==> config.mk <==
export PLATFORM = sky130hd
export DESIGN_NAME = multicycle_controller
export DESIGN_NICKNAME = d
export VERILOG_FILES = /design/src/rtl/mc_ctrl_pkg.sv /design/src/rtl/mc_output_decoder.sv /design/src/rtl/multicycle_controller.sv
export SDC_FILE = /design/constraint.sdc
export NUM_CORES = 1
export LEC_CHECK = 0
export BUFFER_PORTS_ARGS = -buffer_cell sky130_fd_sc_hd__buf_2
export CAP_MARGIN = 10
export CORE_UTILIZATION = 29
export DETAILED_ROUTE_END_ITERATION = 10
export GPL_TIMING_DRIVEN = 0
export SLEW_MARGIN = 10
export SYNTH_ARGS = -nofsm -noshare
export SYNTH_HDL_FRONTEND = slang
export SYNTH_SLANG_ARGS = --single-unit
==> constraint.sdc <==
create_clock -name clk -period 1.89 [get_ports clk]
set_clock_uncertainty 0.05 [all_clocks]
set_input_delay 0.189 -clock clk [delete_from_list [all_inputs] [get_ports clk]]
set_output_delay 0.189 -clock clk [all_outputs]
set_load 0.1 [all_outputs]
==> src/rtl/mc_ctrl_pkg.sv <==
`default_nettype none
// ============================================================================
// Module : mc_ctrl_pkg
// Brief  : Shared definitions for the multi-cycle MIPS control FSM. It holds
//          the state encodings, the opcode constants, the mux select codes,
//          the packed control word and the opcode-legality helper.
// Config : MULTICYCLE_BNE_EN adds the BNEEX state and makes OP_BNE legal.
// Rev    : 1.0  initial release
// ============================================================================
package mc_ctrl_pkg;

  // These are the fixed 4-bit state encodings. Codes 13..15 are never entered.
  // Code 12 is used only when the bne extension is built.
  typedef enum logic [3:0] {
    S_FETCH   = 4'd0,
    S_DECODE  = 4'd1,
    S_MEMADR  = 4'd2,
    S_MEMRD   = 4'd3,
    S_MEMWB   = 4'd4,
    S_MEMWR   = 4'd5,
    S_RTYPEEX = 4'd6,
    S_RTYPEWB = 4'd7,
    S_BEQEX   = 4'd8,
    S_ADDIEX  = 4'd9,
    S_ADDIWB  = 4'd10,
`ifdef MULTICYCLE_BNE_EN
    S_BNEEX   = 4'd12,
`endif
    S_JEX     = 4'd11
  } state_t;

  // These are the opcode values of the IR[31:26] field.
  localparam logic [5:0] OP_RTYPE = 6'b000000;
  localparam logic [5:0] OP_LW    = 6'b100011;
  localparam logic [5:0] OP_SW    = 6'b101011;
  localparam logic [5:0] OP_BEQ   = 6'b000100;
  localparam logic [5:0] OP_ADDI  = 6'b001000;
  localparam logic [5:0] OP_J     = 6'b000010;
  localparam logic [5:0] OP_BNE   = 6'b000101;

  // ALUOp codes
  localparam logic [1:0] ALUOP_ADD   = 2'b00;
  localparam logic [1:0] ALUOP_SUB   = 2'b01;
  localparam logic [1:0] ALUOP_FUNCT = 2'b10;

  // ALUSrcB codes
  localparam logic [1:0] SRCB_B      = 2'b00;
  localparam logic [1:0] SRCB_FOUR   = 2'b01;
  localparam logic [1:0] SRCB_IMM    = 2'b10;
  localparam logic [1:0] SRCB_IMM_SH = 2'b11;

  // PCSrc codes
  localparam logic [1:0] PCSRC_ALU    = 2'b00;
  localparam logic [1:0] PCSRC_ALUOUT = 2'b01;
  localparam logic [1:0] PCSRC_JUMP   = 2'b10;

  // This is the raw Moore control word for one state, before the top applies
  // reset and handshake gating. The branch_ne field stays 0 when the bne
  // extension is not built.
  typedef struct packed {
    logic       mem_write;
    logic       ir_write;
    logic       reg_write;
    logic       reg_dst;
    logic       mem_to_reg;
    logic       iord;
    logic       alu_src_a;
    logic [1:0] alu_src_b;
    logic [1:0] alu_op;
    logic [1:0] pc_src;
    logic       pc_write;
    logic       branch;
    logic       branch_ne;
    logic       instr_done;
  } ctrl_word_t;

  // This returns 1 for every opcode that DECODE dispatches to an execute state.
  function automatic logic opcode_legal(input logic [5:0] op);
    logic legal;
    legal = (op == OP_RTYPE) || (op == OP_LW) || (op == OP_SW) ||
            (op == OP_BEQ)   || (op == OP_ADDI) || (op == OP_J);
`ifdef MULTICYCLE_BNE_EN
    legal = legal || (op == OP_BNE);
`endif
    return legal;
  endfunction

endpackage : mc_ctrl_pkg
`default_nettype wire

==> src/rtl/mc_output_decoder.sv <==
`default_nettype none
// ============================================================================
// Module : mc_output_decoder
// Brief  : Purely combinational map from FSM state to the raw Moore control
//          word. Fields that do not matter in a state are driven to 0, as are
//          all fields for unused encodings.
// Ports  : state (in, state_t)      current FSM state
//          ctrl  (out, ctrl_word_t) raw control word, not gated
// Config : MULTICYCLE_BNE_EN adds the BNEEX decode.
// Rev    : 1.0  initial release
// ============================================================================
module mc_output_decoder
  import mc_ctrl_pkg::*;
(
  input  state_t     state,
  output ctrl_word_t ctrl
);

  always_comb begin
    ctrl = '0;
    case (state)
      S_FETCH: begin
        // This state computes PC+4. IRWrite and PCWrite are qualified by
        // mem_ready in the top.
        ctrl.alu_src_b = SRCB_FOUR;
        ctrl.ir_write  = 1'b1;
        ctrl.pc_write  = 1'b1;
      end
      S_DECODE: begin
        // The ALU precomputes the branch target PC + (SignImm << 2) in case
        // the instruction is a branch.
        ctrl.alu_src_b = SRCB_IMM_SH;
        ctrl.alu_op    = ALUOP_ADD;
      end
      S_MEMADR: begin
        ctrl.alu_src_a = 1'b1;
        ctrl.alu_src_b = SRCB_IMM;
        ctrl.alu_op    = ALUOP_ADD;
      end
      S_MEMRD: begin
        ctrl.iord = 1'b1;
      end
      S_MEMWB: begin
        ctrl.reg_write  = 1'b1;
        ctrl.mem_to_reg = 1'b1;
        ctrl.instr_done = 1'b1;
      end
      S_MEMWR: begin
        // The write strobe stays high for every wait cycle. Completion is
        // qualified by mem_ready in the top.
        ctrl.iord       = 1'b1;
        ctrl.mem_write  = 1'b1;
        ctrl.instr_done = 1'b1;
      end
      S_RTYPEEX: begin
        ctrl.alu_src_a = 1'b1;
        ctrl.alu_src_b = SRCB_B;
        ctrl.alu_op    = ALUOP_FUNCT;
      end
      S_RTYPEWB: begin
        ctrl.reg_write  = 1'b1;
        ctrl.reg_dst    = 1'b1;
        ctrl.instr_done = 1'b1;
      end
      S_BEQEX: begin
        ctrl.alu_src_a  = 1'b1;
        ctrl.alu_src_b  = SRCB_B;
        ctrl.alu_op     = ALUOP_SUB;
        ctrl.pc_src     = PCSRC_ALUOUT;
        ctrl.branch     = 1'b1;
        ctrl.instr_done = 1'b1;
      end
`ifdef MULTICYCLE_BNE_EN
      S_BNEEX: begin
        ctrl.alu_src_a  = 1'b1;
        ctrl.alu_src_b  = SRCB_B;
        ctrl.alu_op     = ALUOP_SUB;
        ctrl.pc_src     = PCSRC_ALUOUT;
        ctrl.branch_ne  = 1'b1;
        ctrl.instr_done = 1'b1;
      end
`endif
      S_ADDIEX: begin
        ctrl.alu_src_a = 1'b1;
        ctrl.alu_src_b = SRCB_IMM;
        ctrl.alu_op    = ALUOP_ADD;
      end
      S_ADDIWB: begin
        ctrl.reg_write  = 1'b1;
        ctrl.instr_done = 1'b1;
      end
      S_JEX: begin
        ctrl.pc_src     = PCSRC_JUMP;
        ctrl.pc_write   = 1'b1;
        ctrl.instr_done = 1'b1;
      end
      default: begin
        ctrl = '0;
      end
    endcase
  end

endmodule : mc_output_decoder
`default_nettype wire

==> src/rtl/multicycle_controller.sv <==
`default_nettype none
// ============================================================================
// Module : multicycle_controller
// Brief  : Multi-cycle control FSM for a shared-memory MIPS datapath. It
//          decodes the opcode in DECODE and then steps through the states of
//          each instruction. It emits one control word per cycle and stalls on
//          the memory ready handshake.
// Ports  : clk, reset (async, active-high)   clock and reset
//          Opcode[OPCODE_W], mem_ready       inputs
//          MemWrite IRWrite RegWrite RegDst MemtoReg IorD ALUSrcA
//          ALUSrcB[2] ALUOp[2] PCSrc[2] PCWrite Branch   control word
//          illegal, instr_done               status pulses
//          state[STATE_W]                    current state, for debug
//          BranchNe                          only with MULTICYCLE_BNE_EN
// Config : MULTICYCLE_BNE_EN enables opcode 000101 (bne) and the BranchNe
//          port.
// Rev    : 1.0  initial release
// ============================================================================
module multicycle_controller
  import mc_ctrl_pkg::*;
#(
  parameter int OPCODE_W = 6,
  parameter int STATE_W  = 4
) (
  input  logic                clk,
  input  logic                reset,
  input  logic [OPCODE_W-1:0] Opcode,
  input  logic                mem_ready,
  output logic                MemWrite,
  output logic                IRWrite,
  output logic                RegWrite,
  output logic                RegDst,
  output logic                MemtoReg,
  output logic                IorD,
  output logic                ALUSrcA,
  output logic [1:0]          ALUSrcB,
  output logic [1:0]          ALUOp,
  output logic [1:0]          PCSrc,
  output logic                PCWrite,
  output logic                Branch,
`ifdef MULTICYCLE_BNE_EN
  output logic                BranchNe,
`endif
  output logic                illegal,
  output logic                instr_done,
  output logic [STATE_W-1:0]  state
);

  state_t     state_q;
  state_t     state_d;
  ctrl_word_t ctrl;
  logic       out_en;
  logic       mem_wait;

  // ---------------------------------------------------------------------
  // Next-state logic
  // ---------------------------------------------------------------------
  always_comb begin
    state_d = state_q;
    case (state_q)
      S_FETCH:   if (mem_ready) state_d = S_DECODE;
      S_DECODE: begin
        case (Opcode)
          OP_RTYPE:       state_d = S_RTYPEEX;
          OP_LW, OP_SW:   state_d = S_MEMADR;
          OP_BEQ:         state_d = S_BEQEX;
          OP_ADDI:        state_d = S_ADDIEX;
          OP_J:           state_d = S_JEX;
`ifdef MULTICYCLE_BNE_EN
          OP_BNE:         state_d = S_BNEEX;
`endif
          default:        state_d = S_FETCH;
        endcase
      end
      S_MEMADR: begin
        // The IR still holds the opcode. Any other value here can only come
        // from a corrupted IR, so the FSM goes back to FETCH.
        if (Opcode == OP_LW)      state_d = S_MEMRD;
        else if (Opcode == OP_SW) state_d = S_MEMWR;
        else                      state_d = S_FETCH;
      end
      S_MEMRD:   if (mem_ready) state_d = S_MEMWB;
      S_MEMWR:   if (mem_ready) state_d = S_FETCH;
      S_RTYPEEX: state_d = S_RTYPEWB;
      S_ADDIEX:  state_d = S_ADDIWB;
      S_MEMWB, S_RTYPEWB, S_BEQEX, S_ADDIWB, S_JEX:
                 state_d = S_FETCH;
`ifdef MULTICYCLE_BNE_EN
      S_BNEEX:   state_d = S_FETCH;
`endif
      default:   state_d = S_FETCH;
    endcase
  end

  always_ff @(posedge clk or posedge reset) begin
    if (reset) state_q <= S_FETCH;
    else       state_q <= state_d;
  end

  // ---------------------------------------------------------------------
  // Output decode and gating
  // ---------------------------------------------------------------------
  mc_output_decoder u_dec (
    .state (state_q),
    .ctrl  (ctrl)
  );

  // out_en forces every strobe to 0 while reset is high. This prevents a
  // partial write, even on the cycle that reset is asserted.
  assign out_en   = ~reset;

  // mem_wait marks the cycles in which the memory has not yet completed the
  // access. While it is high the FETCH loads and the MEMWR completion pulse
  // are held back.
  assign mem_wait = ((state_q == S_FETCH) || (state_q == S_MEMRD) ||
                     (state_q == S_MEMWR)) && !mem_ready;

  assign MemWrite   = ctrl.mem_write  & out_en;
  assign IRWrite    = ctrl.ir_write   & ~mem_wait & out_en;
  assign PCWrite    = ctrl.pc_write   & ~mem_wait & out_en;
  assign instr_done = ctrl.instr_done & ~mem_wait & out_en;
  assign RegWrite   = ctrl.reg_write  & out_en;
  assign Branch     = ctrl.branch     & out_en;
`ifdef MULTICYCLE_BNE_EN
  assign BranchNe   = ctrl.branch_ne  & out_en;
`endif
  assign illegal    = (state_q == S_DECODE) & ~opcode_legal(Opcode) & out_en;

  // The mux selects are plain Moore outputs. The state is FETCH during reset,
  // so they already show the FETCH values.
  assign RegDst   = ctrl.reg_dst;
  assign MemtoReg = ctrl.mem_to_reg;
  assign IorD     = ctrl.iord;
  assign ALUSrcA  = ctrl.alu_src_a;
  assign ALUSrcB  = ctrl.alu_src_b;
  assign ALUOp    = ctrl.alu_op;
  assign PCSrc    = ctrl.pc_src;

  assign state = STATE_W'(state_q);

endmodule : multicycle_controller
`default_nettype wire

==> summary.txt <==
Synth
  • Share of the synthesized area in the top cell type: 17.1%
  • Post-Synthesis Cells: 80
  • YS warnings: 0
  • Synth top area cells: dfrtp_1 (17%), nand2b_1 (7.5%), nor2_1 (5.1%), a2111oi_4 (4.7%), nor3_1 (4.3%)
  • Post-synth cell types: 39
  • Cell area after synthesis: 587 sq um
  • Syn nets: 89
  • Synth Flop Type: dfrtp_1
  • Seq cells post-synth: 4
  • Mapped Avg Cell Area: 7.34 sq um
  • Synth async-reset ratio: 100%
  • Yosys top cell by area: dfrtp_1
  • Post-synth EDFFs: 0
  • Post-synthesis sequential area ratio: 17.1%

Finish
  • Antenna Cells: 0
  • Share of cells above drive strength 1: 70.4%
  • Layout area overhead: 139%
  • Max reg flops: 4
  • Fin nets: 136
  • Layout filler cell count: 126
  • Area taken by multi-input logic gates: 672 sq um
  • FF/Latch Area: 115 sq um

Timing
  • Tcrit/Tclk final: 108%
  • Worst slew margin: 67.2%
  • Slew @ Worst Pin: 0.495 ns
  • Final WS setup: -0.160 ns
  • RSZ-0062 raised after global routing: yes
  • Fmax achieved: 488 MHz
  • Final hold violations: 0
  • Fin. max-slew vios: 0
  • # setup viols final: 5
  • Worst hold slack: 0.362 ns
  • Final Critical Period: 2.05 ns
  • Setup TNS: -0.320 ns

Die
  • Initial Utilization: 32.6%
  • Die Width: 47.0 microns
  • Die height: 47.0 microns
  • Die Area: 0.00221 sq mm
  • Core ar.: 0.00180 sq mm
  • Std-Cell Rows: 15
  • I/O pin count: 30

Route
  • Post-DR wirelength/cell: 16.4 microns
  • Vias post-DR: 815
  • Vias/cell: 5.43
  • Total wire length: 2460 microns
  • Drt first pass iters: 4
  • # DRC: 0
  • Initial DRC count: 13
  • ANT nets after route: 0

Power
  • Clock power frac: 12.7%
  • VDD IR max: 0.565 mV
  • Reg power frac: 14.2%
  • Internal power: 0.378 mW
  • Leakage: 0.546 nW
  • Sw Pwr: 0.454 mW
  • PwrDens: 593 mW/mm^2
  • Sw Ratio: 54.6%
  • Logic pwr share: 73.2%

Setup path
  • Worst Setup Path Type: flip-flop to primary output
  • RR Startpoint: state[2]
  • Worst Path Arrival: 1.81 ns
  • Critical Path End Type: primary output
  • CP required: 1.65 ns
  • Worst setup path startpoint: state[3]
  • Startpoint types: flip-flop
  • Worst path slowest cell: or4b_4
  • Crit-path cells: or4b_4 -> a211oi_4 -> buf_12
  • Critical path's largest stage delay: 0.58 ns
  • CP max FO: 6
  • Worst R2R Path Depth: 5

Placed design
  • DP Wirelength: 1530 microns
  • Dpl ws: -0.138 ns
  • I/O Buffers: 29
  • GPL Wtd Cong: 0.755

Clock tree
  • CTS buffer count: 3
  • Total clock sinks: 4
  • Clock Path Buffers: 2
  • Reg clk slew, reported paths: 0.04 ns
  • Root Driver: clkbuf_4
  • Worst-Skew Late Latency: 0.23 ns
  • CTS tree: done
  • H-tree levels: 1

Hold path
  • HP Class: primary input to flip-flop
  • Hold Path Origin: Opcode[1]
  • Worst Hold Depth: 3

Flow run
  • Max-capacitance violation count: 0

GRT
  • Global Route met3 Usage: 2.69%
  • GRT Overall Usage: 21.9%
  • Initial antenna violation count: 0
  • First-pass GRT wire length: 3390 microns
  • Vias in the first global route: 702
  • GR Layer Usage met1: 31.6%
  • Gr busiest metal: met2
  • Largest net degree at the start of global routing: 11
  • Total congestion overflow: 0
  • M2 GR Usage: 35.3%

Outcome
  • Failing checks: setup timing
  • Status: finished with violations
[timing repair]
action	4_1_cts	5_1_grt
hold endpoints to repair	4	0
gates cloned	0	1
gates resized for setup	46	14
endpoints found under the setup margin	16	12
hold buffers	1	0
pin swaps	2	3
setup buffers	6	6
[final cells by class]
class                      instances  share of cell area [%]
multi-input combinational         64                    47.8
timing repair buffer              43                    30.1
buffer                             6                    8.46
sequential                         4                    8.19
tap                               25                    2.23
clock buffer                       3                    1.60
inverter                           5                    1.60
[per-layer routing]
layer / up-vias / wire length (microns)
li1: 396 / -
met3: 4 / 61
met2: 25 / 1300
met5: - / 0
met4: 0 / 30
met1: 390 / 1060
[cell usage after synthesis, types with 2 or more instances]
cell type	count
dfrtp_1	4
a31oi_1	2
or3_1	2
a211oi_1	2
nand2_1	5
buf_2	3
nor2_1	8
buf_4	2
a21oi_1	3
o21ai_0	2
nor4_1	3
clkbuf_1	2
nor3_1	5
inv_1	5
xnor2_1	2
nand2b_1	7
[worst paths after layout]
path / endpoint / slack [ns]
hold reg to reg: state[1] / 0.78
max in group asynchronous: state[3] / 1.09
hold / removal: state[3] / 0.36
min in group asynchronous: state[0] / 0.51
setup / recovery: PCWrite / -0.16
setup reg to reg: state[2] / 0.28
[layout by cell type, fill, tap and decap left out, types with 2 or more instances in the layout]
cell       count
nand2_4        2
a211oi_4       2
buf_2         12
buf_6          6
nor2_1         5
and3_2         2
a31oi_1        2
clkbuf_4       4
buf_4         15
a2111oi_4      2
xnor2_1        2
dfrtp_4        4
clkbuf_16      2
buf_12        11
nand2_2        2
nor3_4         4
a21oi_4        2
inv_1          4
nand2b_1       5
nor2_4         3
nor4_4         3
[metrics by stage]
stage                     instances  instance area (sq um)  utilization, %  power (mW)
after global routing            150                   1410            78.0       0.875
final                           150                   1410            78.0       0.833
after global placement          134                   1040            57.8       0.600
after detailed placement        134                   1040            57.8       0.600
after floorplan                  80                    866               -       0.522
after CTS                       143                   1290            71.4       0.807
[kinds of logic (layout without fill, tap and decap cells)]
logic type	after synthesis	in the layout	share of synthesized area (%)
flip-flops	4	4	17.1
buffers and inverters	12	57	9.59
AND/OR/NAND/NOR	42	42	41.6
XOR/XNOR	2	2	2.99
AO/OA/AOI/OAI	20	20	28.8
[power groups by stage]
stage | registers [mW] | logic, mW | clock network (mW)
floorplan | 0.166 | 0.355 | 0
global placement | 0.114 | 0.485 | 0
detailed placement | 0.114 | 0.486 | 0
CTS | 0.115 | 0.581 | 0.111
global route | 0.119 | 0.632 | 0.124
finish | 0.118 | 0.609 | 0.105
[worst max-delay path: cells and delay by family, from the launching register on]
kind	cells	cell delay [ns]
and+or+nand+nor	1	0.58
AOI/OAI and AO/OA	1	0.27
buffers and inverters	1	0.21
DFF	1	0.51
(Power assumes the default switching activity.)
